File: src/rtl/cirno9_bus_pkg.sv
// Shared types for the cirno9 load/store router: FSM states and the
// address-region encoding produced by the decoder.
package cirno9_bus_pkg;

  typedef enum logic [2:0] {
    IDLE     = 3'd0,
    SRAM_RSP = 3'd1,
    IOB_WAIT = 3'd2,
    IOB_RSP  = 3'd3,
    ERR_RSP  = 3'd4
  } state_e;

  typedef enum logic [1:0] {
    REG_SRAM = 2'd0,
    REG_IOB  = 2'd1,
    REG_NONE = 2'd2
  } region_e;

endpackage

File: src/rtl/cirno9_addr_decode.sv
// Combinational address decoder: classifies a byte address as SRAM, one of
// the IO channel windows, or unmapped, and flags word-misaligned addresses.
module cirno9_addr_decode
  import cirno9_bus_pkg::*;
#(
  parameter int          DW              = 32,
  parameter int          AW              = 32,
  parameter int          SRAM_AW         = 12,
  parameter int          N_IOB           = 2,
  parameter logic [AW-1:0] IOB_BASE      = 32'h1000_0000,
  parameter int          IOB_STRIDE_LOG2 = 16,
  parameter int          CH_W            = 1
) (
  input  logic [AW-1:0]   adr,
  output region_e         region,
  output logic [CH_W-1:0] chan,
  output logic            misaligned
);

  localparam int            OFS_W      = $clog2(DW / 8);
  localparam logic [AW-1:0] ALIGN_MASK = AW'(DW / 8 - 1);
  localparam logic [AW-1:0] BASE_PAGE  = IOB_BASE >> IOB_STRIDE_LOG2;

  logic [AW-1:0]    page;
  logic             sram_hit;
  logic [N_IOB-1:0] iob_hit;

  assign misaligned = |(adr & ALIGN_MASK);
  assign sram_hit   = (adr >> (SRAM_AW + OFS_W)) == '0;
  assign page       = adr >> IOB_STRIDE_LOG2;

  // One window comparator per IO channel
  generate
    for (genvar gi = 0; gi < N_IOB; gi++) begin : g_iob_hit
      assign iob_hit[gi] = (page == BASE_PAGE + AW'(gi));
    end
  endgenerate

  // Region select; SRAM wins if a misconfigured IO window overlaps it
  always_comb begin
    region = REG_NONE;
    chan   = '0;
    if (sram_hit) begin
      region = REG_SRAM;
    end else begin
      for (int i = 0; i < N_IOB; i++) begin
        if (iob_hit[i]) begin
          region = REG_IOB;
          chan   = CH_W'(i);
        end
      end
    end
  end

endmodule

File: src/rtl/cirno9_mem_router.sv
// Load/store router between the cirno9 core memory port, one SRAM bank and
// N_IOB valid/ready IO channels with timeout. Unmapped or misaligned
// accesses get an error response.
module cirno9_mem_router
  import cirno9_bus_pkg::*;
#(
  parameter int            DW              = 32,
  parameter int            AW              = 32,
  parameter int            SRAM_AW         = 12,
  parameter int            N_IOB           = 2,
  parameter logic [AW-1:0] IOB_BASE        = 32'h1000_0000,
  parameter int            IOB_STRIDE_LOG2 = 16,
  parameter int            TIMEOUT         = 255
) (
  input  logic                       clk,
  input  logic                       rst_n,
  input  logic                       i_req_val,
  output logic                       o_req_rdy,
  input  logic [DW/8-1:0]            i_req_wen,
  input  logic [AW-1:0]              i_req_adr,
  input  logic [DW-1:0]              i_req_wdat,
  output logic                       o_rsp_val,
  output logic [DW-1:0]              o_rsp_rdat,
  output logic                       o_rsp_err,
  output logic                       o_sram_en,
  output logic [DW/8-1:0]            o_sram_we,
  output logic [SRAM_AW-1:0]         o_sram_adr,
  output logic [DW-1:0]              o_sram_wdat,
  input  logic [DW-1:0]              i_sram_rdat,
  output logic [N_IOB-1:0]           o_iob_val,
  input  logic [N_IOB-1:0]           i_iob_rdy,
  output logic [DW/8-1:0]            o_iob_wen,
  output logic [IOB_STRIDE_LOG2-1:0] o_iob_adr,
  output logic [DW-1:0]              o_iob_wdat,
  input  logic [N_IOB*DW-1:0]        i_iob_rdat
);

  localparam int OFS_W = $clog2(DW / 8);
  localparam int CH_W  = (N_IOB > 1) ? $clog2(N_IOB) : 1;
  localparam int CNT_W = $clog2(TIMEOUT + 1);

  state_e                     state;
  logic [N_IOB-1:0]           iob_val_reg;
  logic [CNT_W-1:0]           cnt_reg;
  logic [CNT_W-1:0]           cnt_inc;
  logic [DW/8-1:0]            wen_reg;
  logic [IOB_STRIDE_LOG2-1:0] adr_reg;
  logic [DW-1:0]              wdat_reg;
  logic [CH_W-1:0]            chan_reg;
  logic [DW-1:0]              rdat_reg;
  logic                       sram_rd_reg;

  region_e         dec_region;
  logic [CH_W-1:0] dec_chan;
  logic            dec_misaligned;
  logic            accept;
  logic            sram_acc;
  logic            iob_acc;
  logic            sel_rdy;
  logic [DW-1:0]   sel_rdat;
  logic [DW-1:0]   ch_rdat [N_IOB];

  cirno9_addr_decode #(
    .DW              (DW),
    .AW              (AW),
    .SRAM_AW         (SRAM_AW),
    .N_IOB           (N_IOB),
    .IOB_BASE        (IOB_BASE),
    .IOB_STRIDE_LOG2 (IOB_STRIDE_LOG2),
    .CH_W            (CH_W)
  ) u_decode (
    .adr        (i_req_adr),
    .region     (dec_region),
    .chan       (dec_chan),
    .misaligned (dec_misaligned)
  );

  // Split the flat per-channel read data bus into per-channel words
  generate
    for (genvar gi = 0; gi < N_IOB; gi++) begin : g_ch_rdat
      assign ch_rdat[gi] = i_iob_rdat[gi*DW +: DW];
    end
  endgenerate

  assign o_req_rdy = (state == IDLE) || (state == SRAM_RSP);
  assign accept    = i_req_val && o_req_rdy;
  assign sram_acc  = accept && !dec_misaligned && (dec_region == REG_SRAM);
  assign iob_acc   = accept && !dec_misaligned && (dec_region == REG_IOB);
  assign sel_rdy   = i_iob_rdy[chan_reg];
  assign sel_rdat  = ch_rdat[chan_reg];
  assign cnt_inc   = cnt_reg + 1'b1;

  // SRAM strobes go out in the accept cycle so the bank runs one access per cycle
  always_comb begin
    o_sram_en   = sram_acc;
    o_sram_we   = '0;
    o_sram_adr  = '0;
    o_sram_wdat = '0;
    if (sram_acc) begin
      o_sram_we   = i_req_wen;
      o_sram_adr  = i_req_adr[OFS_W +: SRAM_AW];
      o_sram_wdat = i_req_wdat;
    end
  end

  assign o_iob_val  = iob_val_reg;
  assign o_iob_wen  = wen_reg;
  assign o_iob_adr  = adr_reg;
  assign o_iob_wdat = wdat_reg;

  // Response decode from the registered state; SRAM data passes straight through
  always_comb begin
    o_rsp_val  = (state == SRAM_RSP) || (state == IOB_RSP) || (state == ERR_RSP);
    o_rsp_err  = (state == ERR_RSP);
    o_rsp_rdat = '0;
    if (state == SRAM_RSP && sram_rd_reg) begin
      o_rsp_rdat = i_sram_rdat;
    end else if (state == IOB_RSP) begin
      o_rsp_rdat = rdat_reg;
    end
  end

  // Router FSM with the IO handshake latches and wait counter
  always_ff @(posedge clk or negedge rst_n) begin
    if (!rst_n) begin
      state       <= IDLE;
      iob_val_reg <= '0;
      cnt_reg     <= '0;
      wen_reg     <= '0;
      adr_reg     <= '0;
      wdat_reg    <= '0;
      chan_reg    <= '0;
      rdat_reg    <= '0;
      sram_rd_reg <= 1'b0;
    end else begin
      case (state)
        IDLE, SRAM_RSP: begin
          if (accept) begin
            if (sram_acc) begin
              state       <= SRAM_RSP;
              sram_rd_reg <= (i_req_wen == '0);
            end else if (iob_acc) begin
              state       <= IOB_WAIT;
              wen_reg     <= i_req_wen;
              adr_reg     <= i_req_adr[IOB_STRIDE_LOG2-1:0];
              wdat_reg    <= i_req_wdat;
              chan_reg    <= dec_chan;
              iob_val_reg <= N_IOB'(1) << dec_chan;
              cnt_reg     <= '0;
            end else begin
              state <= ERR_RSP;
            end
          end else begin
            state <= IDLE;
          end
        end
        IOB_WAIT: begin
          if (sel_rdy) begin
            // Ready on the final counted cycle still completes the access
            state       <= IOB_RSP;
            iob_val_reg <= '0;
            rdat_reg    <= (wen_reg == '0) ? sel_rdat : '0;
          end else if (cnt_reg == CNT_W'(TIMEOUT)) begin
            state       <= ERR_RSP;
            iob_val_reg <= '0;
          end else begin
            cnt_reg <= cnt_inc;
            // Valid is held for exactly TIMEOUT cycles
            if (cnt_inc == CNT_W'(TIMEOUT)) begin
              iob_val_reg <= '0;
            end
          end
        end
        IOB_RSP: state <= IDLE;
        ERR_RSP: state <= IDLE;
        default: state <= IDLE;
      endcase
    end
  end

endmodule

File: config.mk
export PLATFORM = sky130hd
export DESIGN_NAME = cirno9_mem_router
export DESIGN_NICKNAME = d
export VERILOG_FILES = /design/src/rtl/cirno9_bus_pkg.sv /design/src/rtl/cirno9_addr_decode.sv /design/src/rtl/cirno9_mem_router.sv
export SDC_FILE = /design/constraint.sdc
export NUM_CORES = 1
export LEC_CHECK = 0
export ABC_CLOCK_PERIOD_IN_PS = 2200
export CORE_ASPECT_RATIO = 1.4
export CORE_MARGIN = 2
export CORE_UTILIZATION = 34
export DETAILED_ROUTE_END_ITERATION = 10
export PLACE_DENSITY = 0.78
export SLEW_MARGIN = 10
export SYNTH_ARGS = -nofsm -noshare
export SYNTH_HDL_FRONTEND = slang
export SYNTH_SLANG_ARGS = --single-unit
File: constraint.sdc
create_clock -name clk -period 2.2 [get_ports clk]
set_clock_uncertainty 0.15 [all_clocks]
set_input_delay 0.22 -clock clk [delete_from_list [all_inputs] [get_ports clk]]
set_output_delay 0.22 -clock clk [all_outputs]
set_load 0.1 [all_outputs]
After elaboration in Yosys (flattened, before gate mapping)
Cells that the tools add are included.

Add/subtract/negate cells: 1. Order comparisons: 2. Eq/ne operators: 16. Shift operators: 1. Multiplexer cells: 35. Bitwise gates (word level): 2. Reductions and logical operators: 22.

Operators with widths (count): $mux 32 (7); $mux 8 (5); $eq 16x13->1 const B (2); $logic_not 32->1 (1); $mux 2 (9); $eq 8x8->1 const B (2); $pmux 8 s2 (1); $mux 3 (5); $mux 12 (1); $ne 2x2->1 const B (5); $add 8x1->8 const B (1); $logic_not 4->1 (2); $eq 3x2->1 const B (2); $pmux 3 s2 (1); $reduce_and 6->1 (1); $logic_and 1x1->1 (5); $reduce_and 5->1 (1); $mux 1 (4); $mux 4 (1); $ne 4x4->1 const B (1); $pmux 2 s2 (1); $reduce_and 4->1 (1); $reduce_or 2->1 (2); $eq 3x1->1 const B (1); 15 further kinds (17).

Register bits: 99. Bits of input ports: 169. Output and inout bits: 138. Logic and storage cells: 88.

Logic depth before layout (Yosys ltp)
Word-level depth: 10. Gate-level depth with buffers: 7. Depth with buffers taken out: 6.

By module
From an unflattened synthesis, not the netlist that was laid out.

Cells, all modules: 450. Area, all modules: 5064.9 um2.

By module, submodules not included: cirno9_mem_router (instances 1, cells an instance 438, area each 5002.3 um2, seq. area each 2477.4 um2); cirno9_addr_decode (instances 1, cells an instance 12, area each 62.6 um2, seq. area each 0.0 um2).

Worst setup path after synthesis
No wires, ideal clock.

Path type: reg-to-output. Start point: register state[2]. End point: output o_rsp_val. Arrival time: 3.318 ns. Required time: 1.830 ns. Path slack: -1.488 ns. Cell stages (with the launch flop): 4. Buffers on the path: 0. Cell sequence: dfrtp_1 -> inv_1 -> nor3_1 -> a21o_1.

Elaborated cells on any way between the ends: 5. Those cells by class: eq/ne: 3; reduce/logical: 2.

RTL lines: start: declaration (RTL line cirno9_mem_router.sv:42) `state_e state;`; start signal: assignment (RTL line cirno9_mem_router.sv:126) `state <= IDLE;`; start signal: assignment (RTL line cirno9_mem_router.sv:140) `state <= SRAM_RSP;`; start signal: assignment (RTL line cirno9_mem_router.sv:143) `state <= IOB_WAIT;`; $eq 3x3->1; via o_rsp_err (RTL line cirno9_mem_router.sv:24) `output logic o_rsp_err,`; $logic_or 1x1->1 (RTL line cirno9_mem_router.sv:113) `o_rsp_val = (state == SRAM_RSP) || (state == IOB_RSP) || (state == ERR_RSP);`; end: declaration (RTL line cirno9_mem_router.sv:22) `output logic o_rsp_val,`.

The timed path passes the listed nets, and every way through them passes these cells.

Worst setup path in the final report
Start point: input i_req_adr[28]. End point: output o_sram_wdat[14].

Word-level cells in the longest chain between the ends: 7. Elaborated cells on any way between the ends: 9. Those cells by class: eq/ne: 2; mux: 4; reduce/logical: 3.

RTL lines: start: declaration (RTL line cirno9_mem_router.sv:20) `input logic [AW-1:0] i_req_adr,`; $eq 16x13->1 (RTL line cirno9_addr_decode.sv:35) `assign iob_hit[gi] = (page == BASE_PAGE + AW'(gi));`; $mux 2 (2 in a row) (RTL line cirno9_addr_decode.sv:47) `if (iob_hit[i]) begin`; $mux 2 (*) (RTL line cirno9_addr_decode.sv:43) `if (sram_hit) begin`; $logic_not 2->1 (*) (RTL line cirno9_mem_router.sv:87) `assign sram_acc = accept && !dec_misaligned && (dec_region == REG_SRAM);`; $logic_and 1x1->1 (*) (RTL line cirno9_mem_router.sv:87); $mux 32 (*) (RTL line cirno9_mem_router.sv:99) `if (sram_acc) begin`; end: declaration (RTL line cirno9_mem_router.sv:28) `output logic [DW-1:0] o_sram_wdat,`.

Mark *: on every way between the ends. The rest lies on a longest branch, timed or not.

==> impl_metrics.tcl <==
set metrics [dict create \
    status "finished with violations" \
    violations "negative setup slack" \
    viasPerCell 5.27 \
    maxCapViolations 0 \
    area_growth_pct 103 \
    slew_viol_final 0 \
    crit_fanout 11 \
    numPortBuffers 306 \
    postRouteWirelength_mm 21.5 \
    drtIter0Drc 197 \
    end_kind "primary output" \
    relSlewSlack_pct 62.3 \
    critical_path_required_ns 1.83 \
    arrival_ns 2.11 \
    multiInputGateArea_mm2 0.00295 \
    max_stage_delay_ns 0.50 \
    num_vias 5144 \
    synth_area_mm2 0.00510 \
    setup_viol 73 \
    synth_edf_count 0 \
    clk_latency_ns 0.34 \
    power_density_mw_per_mm2 391 \
    synth_top_flop_cell "dfrtp_1" \
    fin_area_mm2 0.0104 \
    worstSetupPathType "input pin to primary output" \
    post-route-min-period_ns 2.48 \
    cts_htree_levels 3 \
    ioPinCount 307 \
    synth_seq_cells 99 \
    antenna_found_initial 0 \
    ant_nets 0 \
    ys_async_sr_fraction_pct 100 \
    cpMaxStageDelayCell "clkdlybuf4s50_1" \
    clock-sinks 99 \
    drive_above_1_share_pct 46.8 \
    place_congestion 0.824 \
    fin_hold_ws_ns 0.220 \
    overflow 0 \
    fmax_mhz 403 \
    syn_nets 620 \
    seqCellArea_mm2 0.00248 \
    hold_viol 0 \
    grt_pass1_vias 5539 \
    fin_nets 950 \
    cts_tree "yes" \
    crit_start "i_req_adr[28]" \
    die_x_um 108 \
    r2r_slack_ns 0.07 \
    drc 0 \
    dp_cells 941 \
    dpl.hpwl_mm 15.1 \
    initial_core_util_pct 34.4 \
    root_buffer "clkbuf_16" \
    synth_cell_type_count 46 \
    diodes 0 \
    postLayoutCoreUtil_pct 69.9 \
    rsz0062_at_grt "yes" \
    fin_cells 976 \
    ys_warn_count 0 \
    grt_pass1_wl_mm 31.1 \
    syn_inst 449 \
    die-area_mm2 0.0160 \
    grt_max_degree 56 \
    path_cells "clkdlybuf4s50_1 > nor4_2 > nand3_4 > nor2_4 > buf_12 > buf_12 > and2_2 > buf_12" \
    fin_ws_ns -0.283 \
    ir_drop_mv 0.323 \
    r2r_start "cnt_reg[1]" \
    crit_path_end "o_sram_wdat[14]" \
    rr_endpoint "o_iob_val[1]" \
    synth_area_per_cell_um2 11.4 \
    tightest_slew_ns 0.566 \
    p_leak_nw 4.68 \
    post-route-period-util_pct 113 \
    routedWlPerCell_um 22.0 \
    nFillCells 1046 \
    clk_pin_slew_ns 0.07 \
    firstDrtPassIters 4 \
    synth.top_cell.area_share_pct 48.5 \
    rows 53 \
    numCtsBuffers 9 \
    die_h_um 149 \
    ctsLongestPathBuffers 2 \
    track_usage_pct 25.3 \
    yosys.area.top_type "dfrtp_1" \
    cp_common_cell "buf_12" \
    worstRegToRegCells 6 \
    hp-class "input pin to async pin" \
    cp-start-kind "input pin" \
    dpl_cell_area_mm2 0.00962 \
    synth-seq-area-share_pct 48.5 \
    core-area_mm2 0.0149 \
    netlist_top_cells_area "dfrtp_1 49%, mux2_2 11%, mux2i_1 6.7%" \
]
-- area by class of cell --
type / instances / area share, %
inverters: 4 / 0.145
clock inverters: 7 / 0.952
flip-flops and latches: 99 / 23.9
repair buffers: 353 / 42.1
well taps: 192 / 2.31
multi-input cells: 312 / 28.4
clock buffers: 9 / 2.17
-- synthesized netlist by cell type, types with 2 or more instances --
cell type  count
and3_1         4
nor2_1         5
nand4_1        2
ha_1           2
nor3b_1        2
mux2_2        52
nand3_2        2
a22o_1        32
nand2_1       43
nor4_1         6
nor3_1         4
nor2b_1        2
a21o_1         5
o21ai_0       10
buf_6          5
a21o_2         2
and2_1        48
mux2i_1       34
nand2b_1       2
dfrtp_1       99
buf_2          5
inv_1          4
o31ai_1       33
clkbuf_1      18
buf_1          5
o211ai_2       2
nand3_1        2
-- worst min-delay path by stage --
| stage | endpoint | cells after the start |
|---|---|---|
| 2_1_floorplan | chan_reg | 0 |
| 3_3_place_gp | o_iob_wdat[10] | 1 |
| 3_5_place_dp | o_iob_wdat[10] | 1 |
| 4_1_cts | o_iob_wdat[10] | 2 |
| 5_1_grt | o_iob_wdat[10] | 2 |
| 6_report | o_iob_wdat[10] | 2 |
-- through the flow --
stage	power, mW	setup WS [ns]	TNS [ns]
2_1_floorplan	1.94	-0.0903	-4.70
3_3_place_gp	2.35	-0.298	-28.70
3_5_place_dp	2.36	-0.311	-29.91
4_1_cts	4.09	-0.215	-9.65
5_1_grt	4.21	-0.309	-16.67
6_report	4.06	-0.283	-13.95
-- layer usage --
layer | up-vias | track usage (%) | part of all wire, %
met5 | - | 0 | 0
met4 | 0 | 10.1 | 3.1
met3 | 40 | 10.3 | 11
met2 | 273 | 44.2 | 53
met1 | 2539 | 27.0 | 33
li1 | 2292 | - | -
-- power breakdown --
part | internal (mW) | total [mW] | leakage, nW | switching, mW
clock network | 1.00 | 1.71 | 0.156 | 0.709
logic | 0.316 | 0.522 | 3.15 | 0.206
registers | 1.82 | 1.82 | 1.37 | 0.00181
-- placed cells by master, fill, tap and decap left out, types with 2 or more instances in the layout --
cell type	Yosys	routed
nand2_1	43	43
bufinv_16	0	2
and2_2	0	5
inv_1	4	3
o21ai_2	1	2
and3_4	0	2
nor2_4	1	3
and2_4	0	43
buf_6	5	7
dfrtp_2	0	3
a21o_1	5	4
nor4_4	0	2
clkbuf_16	0	12
mux2_2	52	52
nor2b_1	2	2
o211ai_2	2	2
a21o_2	2	3
dfrtp_1	99	96
o31ai_1	33	33
nor3_1	4	3
o21ai_0	10	9
nor4_1	6	2
nand4_1	2	2
nor2_1	5	4
and3_1	4	2
nand3_2	2	2
buf_12	0	92
nor4_2	1	3
dlymetal6s2s_1	0	2
clkdlybuf4s50_1	0	164
buf_16	0	3
inv_6	0	2
a22o_4	0	32
buf_4	0	79
mux2i_1	34	34
nor3b_1	2	2
-- kinds of logic after synthesis --
kind of cell	synth area share [%]
AO/OA/AOI/OAI	14.3
XOR/XNOR	0.343
adder cells (fa/ha/maj)	0.490
buffers and inverters	3.68
flip-flops	48.5
multiplexers	18.4
AND/OR/NAND/NOR	14.2
-- worst max-delay path: cells and delay by family --
| kind | cells | cell delay, ns |
|---|---|---|
| AND/OR/NAND/NOR | 4 | 0.92 |
| buffers and inverters | 4 | 0.96 |
-- timing repair --
item,4_1_cts,5_1_grt
endpoints found under the hold margin,33,0
hold buffers,1,0
setup endpoints to repair,82,84
cloned,3,6
setup buffers,8,2
pin swaps,14,6
gates resized for setup,22,34
Note: power is estimated with default switching activity, not from simulation.
